## config.mk

```make
export PLATFORM = sky130hd
export DESIGN_NAME = wb_stage
export DESIGN_NICKNAME = d
export VERILOG_FILES = /design/src/rtl/wb_stage.sv
export SDC_FILE = /design/constraint.sdc
export NUM_CORES = 1
export LEC_CHECK = 0
export ABC_AREA = 0
export BUFFER_PORTS_ARGS = -buffer_cell sky130_fd_sc_hd__clkbuf_2
export CORE_MARGIN = 4
export CORE_UTILIZATION = 50
export DETAILED_ROUTE_END_ITERATION = 8
export PLACE_DENSITY_LB_ADDON = 0.1
export SYNTH_ARGS = -nofsm -noshare
export SYNTH_HDL_FRONTEND = slang
export SYNTH_SLANG_ARGS = --single-unit
```

## constraint.sdc

```tcl
create_clock -name clk -period 2.5 [get_ports clk]
set_input_delay 0.5 -clock clk [delete_from_list [all_inputs] [get_ports clk]]
set_output_delay 0.5 -clock clk [all_outputs]
set_load 0.05 [all_outputs]
```

## src/rtl/wb_stage.sv

```systemverilog
// -----------------------------------------------------------------------------
// wb_stage : RV32I writeback stage.
//
// Accepts completed results from the ALU path and the load/store unit through
// valid/ready handshakes. Loads are sign/zero-extended according to funct3 and
// the byte offset. Both sources share the single register-file write port,
// which is driven from one output register stage (one cycle of latency).
//
// Default arbitration gives the LSU fixed priority. Defining the macro
// WB_ANTI_STARVE_EN adds a starvation counter. After STARVE_LIMIT consecutive
// cycles in which the ALU is denied, the ALU is given one guaranteed win.
// -----------------------------------------------------------------------------
module wb_stage #(
    parameter int STARVE_LIMIT = 4
) (
    input  logic        clk,
    input  logic        rst,
    input  logic        alu_valid,
    output logic        alu_ready,
    input  logic [4:0]  alu_rd,
    input  logic [31:0] alu_data,
    input  logic        lsu_valid,
    output logic        lsu_ready,
    input  logic [4:0]  lsu_rd,
    input  logic [31:0] lsu_rdata,
    input  logic [2:0]  lsu_funct3,
    input  logic [1:0]  lsu_offset,
    output logic [4:0]  rd_addr,
    output logic [31:0] rd_data,
    output logic        we,
    output logic        f3_err
);

    // Load funct3 encodings. Every other value is treated as illegal.
    typedef enum logic [2:0] {
        F3_LB  = 3'b000,
        F3_LH  = 3'b001,
        F3_LW  = 3'b010,
        F3_LBU = 3'b100,
        F3_LHU = 3'b101
    } load_f3_e;

    // The counter is 4 bits wide, so the limit must fit in it and be non-zero.
    if (STARVE_LIMIT < 1 || STARVE_LIMIT > 15) begin : g_bad_limit
        $error("wb_stage: STARVE_LIMIT must be in 1..15");
    end

    logic        w_alu_acc;
    logic        w_lsu_acc;
    logic [7:0]  w_byte;
    logic [15:0] w_half;
    logic [31:0] w_load_data;
    logic        w_f3_illegal;

    // ------------------------------------------------------------------
    // Arbitration. The ready signals depend only on the valid inputs and on
    // local state, never on any data input.
    // ------------------------------------------------------------------
`ifdef WB_ANTI_STARVE_EN
    localparam logic [3:0] LIMIT = 4'(STARVE_LIMIT);

    logic [3:0] r_starve_cnt;
    logic       w_alu_prio;

    assign w_alu_prio = (r_starve_cnt == LIMIT);
    assign lsu_ready  = !w_alu_prio;
    assign alu_ready  = w_alu_prio || !lsu_valid;

    // Count consecutive cycles the ALU waits. The count saturates at LIMIT
    // and clears once the ALU wins or stops requesting.
    always_ff @(posedge clk or posedge rst) begin
        if (rst) begin
            r_starve_cnt <= 4'd0;
        end else if (!alu_valid || w_alu_acc) begin
            r_starve_cnt <= 4'd0;
        end else if (r_starve_cnt != LIMIT) begin
            r_starve_cnt <= r_starve_cnt + 4'd1;
        end
    end
`else
    assign lsu_ready = 1'b1;
    assign alu_ready = !lsu_valid;
`endif

    assign w_lsu_acc = lsu_valid && lsu_ready;
    // The two ready signals are mutually exclusive whenever both sources are valid.
    // The LSU gate is therefore redundant, but it states the one-winner rule explicitly.
    assign w_alu_acc = alu_valid && alu_ready && !w_lsu_acc;

    // Select the byte and halfword lanes addressed by the offset (little-endian).
    always_comb begin
        // NOTE: every combinational output gets a default first so no path leaves it unassigned (no latch).
        w_byte = lsu_rdata[7:0];
        case (lsu_offset)
            2'd0:    w_byte = lsu_rdata[7:0];
            2'd1:    w_byte = lsu_rdata[15:8];
            2'd2:    w_byte = lsu_rdata[23:16];
            default: w_byte = lsu_rdata[31:24];
        endcase
        // offset[0] is ignored for halfwords; alignment is guaranteed upstream.
        w_half = lsu_offset[1] ? lsu_rdata[31:16] : lsu_rdata[15:0];
    end

    // Extend the selected lane according to funct3. Illegal encodings pass the word through.
    always_comb begin
        w_load_data  = lsu_rdata;
        w_f3_illegal = 1'b0;
        case (load_f3_e'(lsu_funct3))
            F3_LB:   w_load_data = {{24{w_byte[7]}}, w_byte};
            F3_LH:   w_load_data = {{16{w_half[15]}}, w_half};
            F3_LW:   w_load_data = lsu_rdata;
            F3_LBU:  w_load_data = {24'd0, w_byte};
            F3_LHU:  w_load_data = {16'd0, w_half};
            default: w_f3_illegal = 1'b1;
        endcase
    end

    // Register the winning result into the register-file write port.
    // Writes to x0 are consumed silently.
    always_ff @(posedge clk or posedge rst) begin
        if (rst) begin
            // NOTE: sequential state uses non-blocking assignments so every flop samples pre-edge values.
            rd_addr <= 5'd0;
            rd_data <= 32'd0;
            we      <= 1'b0;
            f3_err  <= 1'b0;
        end else begin
            f3_err <= w_lsu_acc && w_f3_illegal;
            if (w_lsu_acc) begin
                rd_addr <= lsu_rd;
                rd_data <= w_load_data;
                we      <= (lsu_rd != 5'd0);
            end else if (w_alu_acc) begin
                rd_addr <= alu_rd;
                rd_data <= alu_data;
                we      <= (alu_rd != 5'd0);
            end else begin
                we      <= 1'b0;
            end
        end
    end

endmodule

```

Word level (Yosys, flattened, before mapping):

Index checks and enable logic that the tools add are counted.

* output and inout port bits: 41
* bits in registers: 39
* word-level logic and storage cells: 30
* input port bits: 83

* eq/ne operators: 6
* mux-type cells: 10
* reduce and logical (&&, ||, !) cells: 10

Operators with widths (number)
* case mux 32 bit (4 select lines): 1
* 2-to-1 mux 32 bit: 2
* case mux 8 bit (3 select lines): 1
* 2-to-1 mux 16 bit: 1
* 2-to-1 mux 5 bit: 2
* nonzero test 5 bit: 2
* equality test 3 bit (second input constant): 2
* OR reduction 5 bit: 1
* equality test 3 x 1 -> 1 bit (second input constant): 1
* equality test 3 x 2 -> 1 bit (second input constant): 1
* logical AND 1 bit: 3
* zero test 3 bit: 1
* 2-to-1 mux 1 bit: 3
* equality test 2 x 1 -> 1 bit (second input constant): 1
* equality test 2 bit (second input constant): 1
* zero test 2 bit: 1
* nonzero test 2 bit: 1
* zero test 1 bit: 1

Longest topological paths before layout:

Gate-level depths: netlist (run 1).

* depth after elaboration: 5
* mapped depth: 5
* mapped depth without buffers: 3

Worst setup path before layout (run 1):

Ideal clock, no wire load.

* path kind: input-to-reg
* start: input port lsu_offset[1]
* end: register rd_data[16]
* required time: 2.357 ns
* stages: 4
* data arrival time: 1.482 ns
* path slack: 0.875 ns
* library setup time: 0.143 ns
* path buffers: 1
* cells stage by stage: mux4_2 -> nor2_8 -> buf_6 -> o221ai_2

* cells in the longest elaborated chain, start to end: 4
* elaborated cells between the ends (all ways): 7
* classes of those cells: eq/ne: 2; mux: 4; reduce/logical: 1

Ends and longest elaborated chain
* start: declaration: line 27 `input logic [1:0] lsu_offset,`
* equality test 2 bit, or another cell as far along: line 94 `case (lsu_offset)`
* case mux 8 bit (3 select lines): line 94
* case mux 32 bit (4 select lines) *: line 108 `case (load_f3_e'(lsu_funct3))`
* 2-to-1 mux 32 bit *: line 129 `if (w_lsu_acc) begin`
* end signal: assignment: line 131 `rd_data <= w_load_data;`
* end signal: assignment: line 135 `rd_data <= alu_data;`
* end: declaration: line 29 `output logic [31:0] rd_data,`

Every way passes the cells marked *; elsewhere a longest branch is shown, timed or not.
A chain may end at the register's enable or synchronous reset.

Worst setup path in the final report (run 1):

* start: input port lsu_valid
* end: output port alu_ready

* cells in the longest elaborated chain, start to end: 1

Ends and longest elaborated chain
* start: declaration: line 22 `input logic lsu_valid,`
* zero test 1 bit: line 82 `assign alu_ready = !lsu_valid;`
* end: declaration: line 19 `output logic alu_ready,`

No other way between the ends.

==> metrics.yaml, run 1 <==
status: "completed"
num_antenna_cells: 0
ctsHtreeMaxLevel: 2
die_h_um: 78.66
drive_gt1_share_pct: 48.74
period_share_pct: 75.40
worstReg2RegStart: "rd_data[7]"
grt-ovfl-total: 0
yosysSeqAreaShare_pct: 39.10
layout_min_cycle_time_ns: 1.885
peakVddDrop_mv: 0.4116
total_power_mw: 1.843
clockBufferDepth: 2
clk-insertion-delay-late_ns: 0.28
first_global_vias: 2304
dp.cells: 416
ctsHoldBuffers: 0
pwr_density_cell_nw_per_um2: 574.1
leakage_nw: 1.592
cts_made_buffers: 5
grt_antenna_before_repair: 0
crit_fanout: 18
cp-start-kind: "primary input"
drtPass1Iterations: 4
nNetsFinal: 439
nFillCells: 400
grtUsageTotal_pct: 23.18
synth.avg_cell_area_um2: 10.36
pin_count: 124
drc: 0
via_count: 2345
clock-sinks: 39
synth-seq-cells: 39
synth_cell_types: 34
path_common_cell: "clkbuf_2"
die_area_um2: 6187
clkTransAtPathRegs_ns: 0.07
end_kind: "output port"
cap_violations: 0
avgViaCountPerCell: 5.531
grt_pass1_wl_mm: 11.38
stdcell_count: 424
drt_iter0_markers: 114
fin_setup_tns_ns: 0
synth_nets: 324
r2r_cells: 3
yosys_warnings: 0
cp_slowest_cell: "clkbuf_2"
crit_chain: "clkbuf_2 -> inv_1 -> clkbuf_2"
setup_viol: 0
final-hold-violation-count: 0
timing.fmax_mhz: 530.5
reg2reg_slack_ns: 1.50
pre_cts_ws_ns: 0.6128
core.rowCount: 25
cpPeakStageDelay_ns: 0.33
post-dp-hpwl_mm: 5.474
finalWorstSetupSlack_ns: 0.6149
core_um2: 4786
drv_slew: 0
hp-class: "primary input to async pin"
grt_max_degree: 40
area_growth_pct: 28.57
criticalPathCategory: "primary input to output port"
gp_congestion: 0.8420
skew_ns: 0
syn_area_um2: 2496
r2r_end: "rd_data[7]"
cts_tree: "done"
io_buffers: 122
routed_wl_mm: 7.098
cts_resized: 0
cts_root_buffer: "clkbuf_8"
arrival_ns: 1.39
wire_per_inst_um: 16.74
ant_nets: 0
cts_setup_buffers: 0
postSynthCellCount: 241
rsz0062_at_grt: "false"
required_ns: 2.00
start_util_pct: 52.16
die_w_um: 78.66
flip-flops by register name, summed over array words and instances, names as in the netlist:
register	count
f3_err	1
we	1
rd_addr	5
rd_data	32
layout make-up:
type,count,area [um2],share of cell area [%]
tap,67,83.83,2.612
multi-input combinational,177,1390,43.31
clock inverter,1,5.005,0.1559
inverter,4,15.01,0.4678
timing repair buffer,129,663.1,20.66
sequential,39,975.9,30.41
clock buffer,7,76.32,2.378
power breakdown:
part           internal [mW]  switching [mW]
Clock                  0.196           0.210
Combinational          0.222           0.478
Sequential             0.700          0.0370
logic make-up after synthesis:
kind of cell	Yosys count	synth area share, %
DFF	39	39.10
and+or+nand+nor	60	11.63
other	1	0.1502
muxes	56	24.21
AOI/OAI and AO/OA	60	19.70
buffers and inverters	25	5.212
layout by cell type (no fill, tap or decap), types with 6 or more instances in the layout:
cell type	netlist	final
dfrtp_1	39	39
a21oi_1	9	9
mux2_2	25	25
nand3_1	6	6
nand2b_1	8	8
mux2i_1	30	30
buf_4	1	7
nand2_1	33	33
clkbuf_2	1	122
o21ai_0	9	9
o221ai_1	10	10
o221ai_2	10	10
o22ai_1	8	8
cell usage after synthesis:
master,instances,area (um2)
inv_1,4,15.01
nor2_1,3,11.26
nor2_8,1,20.02
nor3_1,3,15.01
dfrtp_1,39,975.9
nor2b_1,2,12.51
clkbuf_1,8,30.03
mux4_2,1,22.52
a211oi_1,1,7.510
buf_4,1,7.510
a22oi_1,4,30.03
o31ai_1,1,7.510
or4_1,2,15.01
o221ai_1,10,87.58
nand2b_1,8,50.05
buf_1,1,3.750
a221oi_1,2,17.52
nand3_1,6,30.03
a211o_4,1,17.52
nand2_1,33,123.9
buf_6,3,33.78
buf_2,7,35.03
clkbuf_2,1,5.000
o221ai_2,10,150.1
a21oi_1,9,45.04
mux2_2,25,281.5
o21ai_0,9,45.04
conb_1,1,3.750
mux2i_1,30,300.3
a31oi_1,4,25.02
and3_1,1,6.260
a21oi_2,1,8.760
and2_1,1,6.260
o22ai_1,8,50.05
worst max-delay path, delay by kind of cell:
family,cells,cell delay (ns)
buffers and inverters,3,0.88
per-layer routing:
| metal | share of wire, % | GRT usage [%] | vias to the layer above |
|---|---|---|---|
| met2 | 47 | 37.78 | 114 |
| met3 | 9.5 | 5.390 | 2 |
| met1 | 43 | 31.64 | 1095 |
| li1 | - | - | 1134 |
| met5 | 0 | 0 | - |
| met4 | 0.41 | 4.371 | 0 |
worst max path at each step:
stage                        from          end  slack (ns)  depth (start not counted)
floorplan           lsu_offset[1]  rd_data[16]        0.87                          4
global placement        lsu_valid    alu_ready        0.64                          3
detailed placement      lsu_valid  rd_data[28]        0.61                          4
CTS                     lsu_valid    alu_ready        0.63                          3
global route            lsu_valid    alu_ready        0.58                          3
finish                  lsu_valid    alu_ready        0.61                          3
stage by stage:
stage / instance area [um2] / hold WS (ns) / utilization [%]
after detailed placement: 3128 / 0.5697 / 65.36
after global placement: 3128 / 0.5482 / 65.36
final: 3209 / 0.3107 / 67.06
after floorplan: 2496 / 0.6168 / -
after global routing: 3209 / 0.3643 / 67.06
after CTS: 3209 / 0.3290 / 67.06
Note: power is estimated with default switching activity, not from simulation.
==> inputs of run 2 (changes only) <==
--- a/config.mk
+++ b/config.mk
@@ -8,7 +8,7 @@
 export ABC_AREA = 0
 export BUFFER_PORTS_ARGS = -buffer_cell sky130_fd_sc_hd__clkbuf_2
 export CORE_MARGIN = 4
-export CORE_UTILIZATION = 50
+export CORE_UTILIZATION = 46
 export DETAILED_ROUTE_END_ITERATION = 8
 export PLACE_DENSITY_LB_ADDON = 0.1
 export SYNTH_ARGS = -nofsm -noshare
==> constraint.sdc (replaced) <==
create_clock -name clk -period 1.8 [get_ports clk]
set_input_delay 0.36 -clock clk [delete_from_list [all_inputs] [get_ports clk]]
set_output_delay 0.36 -clock clk [all_outputs]
set_load 0.05 [all_outputs]
==> run 2 against run 1 <==
Register-to-register slack got worse by 0.68 ns. Via count shrank 1.1%. Largest power group unchanged. Highest routed layer unchanged. Hold slack worse by 0.14 ns. Clock power increased by 51%. Sequential power grew 40%. Clock skew unchanged. Core utilization down 4.0 points. Non-clock buffer count up 4. Sequential cell count unchanged. Count of clock-buffer cells in the layout is 1 lower.
==> metrics.yaml, run 2 (synthesized netlist as in run 1, its figures left out) <==
core.rowCount: 26
die_area_um2: 6669
gp_congestion: 0.8389
die_w_um: 81.67
clk-insertion-delay-late_ns: 0.29
end_kind: "output port"
reg2reg_slack_ns: 0.82
ant_nets: 0
leakage_nw: 1.620
drtPass1Iterations: 5
clkTransAtPathRegs_ns: 0.08
top_register: "rd_data"
fin_setup_tns_ns: 0
via_count: 2320
clock-sinks: 39
nNetsFinal: 443
grtUsageTotal_pct: 22.60
arrival_ns: 1.12
internal-power_mw: 1.590
switching_share_pct: 39.42
ctsHtreeMaxLevel: 2
grt_pass1_wl_mm: 11.55
peakVddDrop_mv: 0.4030
cap_violations: 0
num_antenna_cells: 0
power_frac_seq_pct: 39.1
nFillCells: 441
die_h_um: 81.67
layout_min_cycle_time_ns: 1.484
criticalPathCategory: "primary input to output port"
r2r_cells: 3
crit_start: "lsu_valid"
final-hold-violation-count: 0
drive_gt1_share_pct: 49.72
pre_cts_ws_ns: 0.08606
ctsHoldBuffers: 0
cts_tree: "done"
switchingPower_mw: 1.035
worstMarginPinSlew_ns: 0.8374
cpPeakStageDelay_ns: 0.30
first_global_vias: 2325
pin_count: 124
critical_path_buf_inv_count: 4
status: "completed"
required_ns: 1.44
drv_slew: 0
skew_ns: 0
cp-start-kind: "primary input"
avgViaCountPerCell: 5.395
cts_setup_buffers: 0
cts_made_buffers: 5
relSlewSlack_pct: 44.17
start_util_pct: 48.26
final_common_cell: "clkbuf_2"
wire_per_inst_um: 17.18
cpLargestDelayFamily: "buffers and inverters"
final_cell_mix: "clkbuf_2, dfrtp_1, nand2_1"
path_common_cell: "clkbuf_2"
core_um2: 5172
grt_max_degree: 40
crit_fanout: 28
area_growth_pct: 30.68
drt_iter0_markers: 130
pwr_density_cell_nw_per_um2: 804.7
r2r_end: "rd_data[7]"
post-dp-hpwl_mm: 5.708
fin_util_pct: 63.06
largest_register_ffs: 32
crit_chain: "clkbuf_2 -> buf_4 -> inv_1 -> clkbuf_2"
io_buffers: 122
routed_wl_mm: 7.387
grt-ovfl-total: 0
top_regs: "rd_data: 32 flops, rd_addr: 5 flops"
cts_root_buffer: "clkbuf_8"
hold_slack_ns: 0.1689
drc: 0
clkPwrFrac_pct: 23.4
combPwrFrac_pct: 37.5
cts_resized: 0
cp.depth: 4
timing.fmax_mhz: 674.0
worstReg2RegStart: "rd_data[7]"
period_share_pct: 82.43
cp_slowest_cell: "buf_4"
setup_viol: 0
grt_antenna_before_repair: 0
finalWorstSetupSlack_ns: 0.3162
hp-class: "primary input to async pin"
rsz0062_at_grt: "false"
clockBufferDepth: 2
## run 2: changes by cell type in the layout (fill, tap and decap cells not counted)
cell and change:
clkbuf_8 +1, buf_12 +1, buf_4 +3, clkbuf_1 -2
## run 2: final cells by class
cell class	count	area, um2	area share [%]
clock buffers	6	82.58	2.532
clock inverters	1	5.005	0.1534
inverters	4	15.01	0.4603
multi-input cells	177	1390	42.62
flip-flops and latches	39	975.9	29.92
well taps	70	87.58	2.685
repair buffers	133	705.7	21.63
## run 2: how the worst max path moves through the flow
stage                  endpoint  slack (ns)
global placement    rd_data[27]        0.12
global route          alu_ready        0.25
detailed placement  rd_data[23]        0.09
finish                alu_ready        0.32
CTS                   alu_ready        0.31
floorplan           rd_data[16]        0.31
## run 2: metal layers
metal / vias to the layer above / GRT usage [%] / part of all wire, %
met5: - / 0 / 0
li1: 1133 / - / -
met3: 4 / 5.154 / 9.9
met4: 0 / 4.153 / 0.60
met1: 1073 / 31.79 / 43
met2: 110 / 35.99 / 46
## run 2: through the flow
stage	instances	cell area [um2]	total power, mW
floorplan	241	2496	1.734
global placement	423	3174	2.024
detailed placement	423	3174	2.029
CTS	430	3262	2.642
global route	430	3262	2.754
finish	430	3262	2.625
## run 2: worst reg2reg max path, cell delays in order (launching register included)
cell	delay, ns
dfrtp_1	0.38
mux2_2	0.26
a22oi_1	0.13
o31ai_1	0.09
## run 2: power by group through the flow
stage / Sequential (mW) / Combinational [mW] / Clock [mW]
floorplan: 1.38 / 0.352 / 0
global placement: 1.04 / 0.984 / 0
detailed placement: 1.04 / 0.988 / 0
CTS: 1.03 / 0.991 / 0.625
global route: 1.04 / 1.05 / 0.667
finish: 1.03 / 0.983 / 0.615
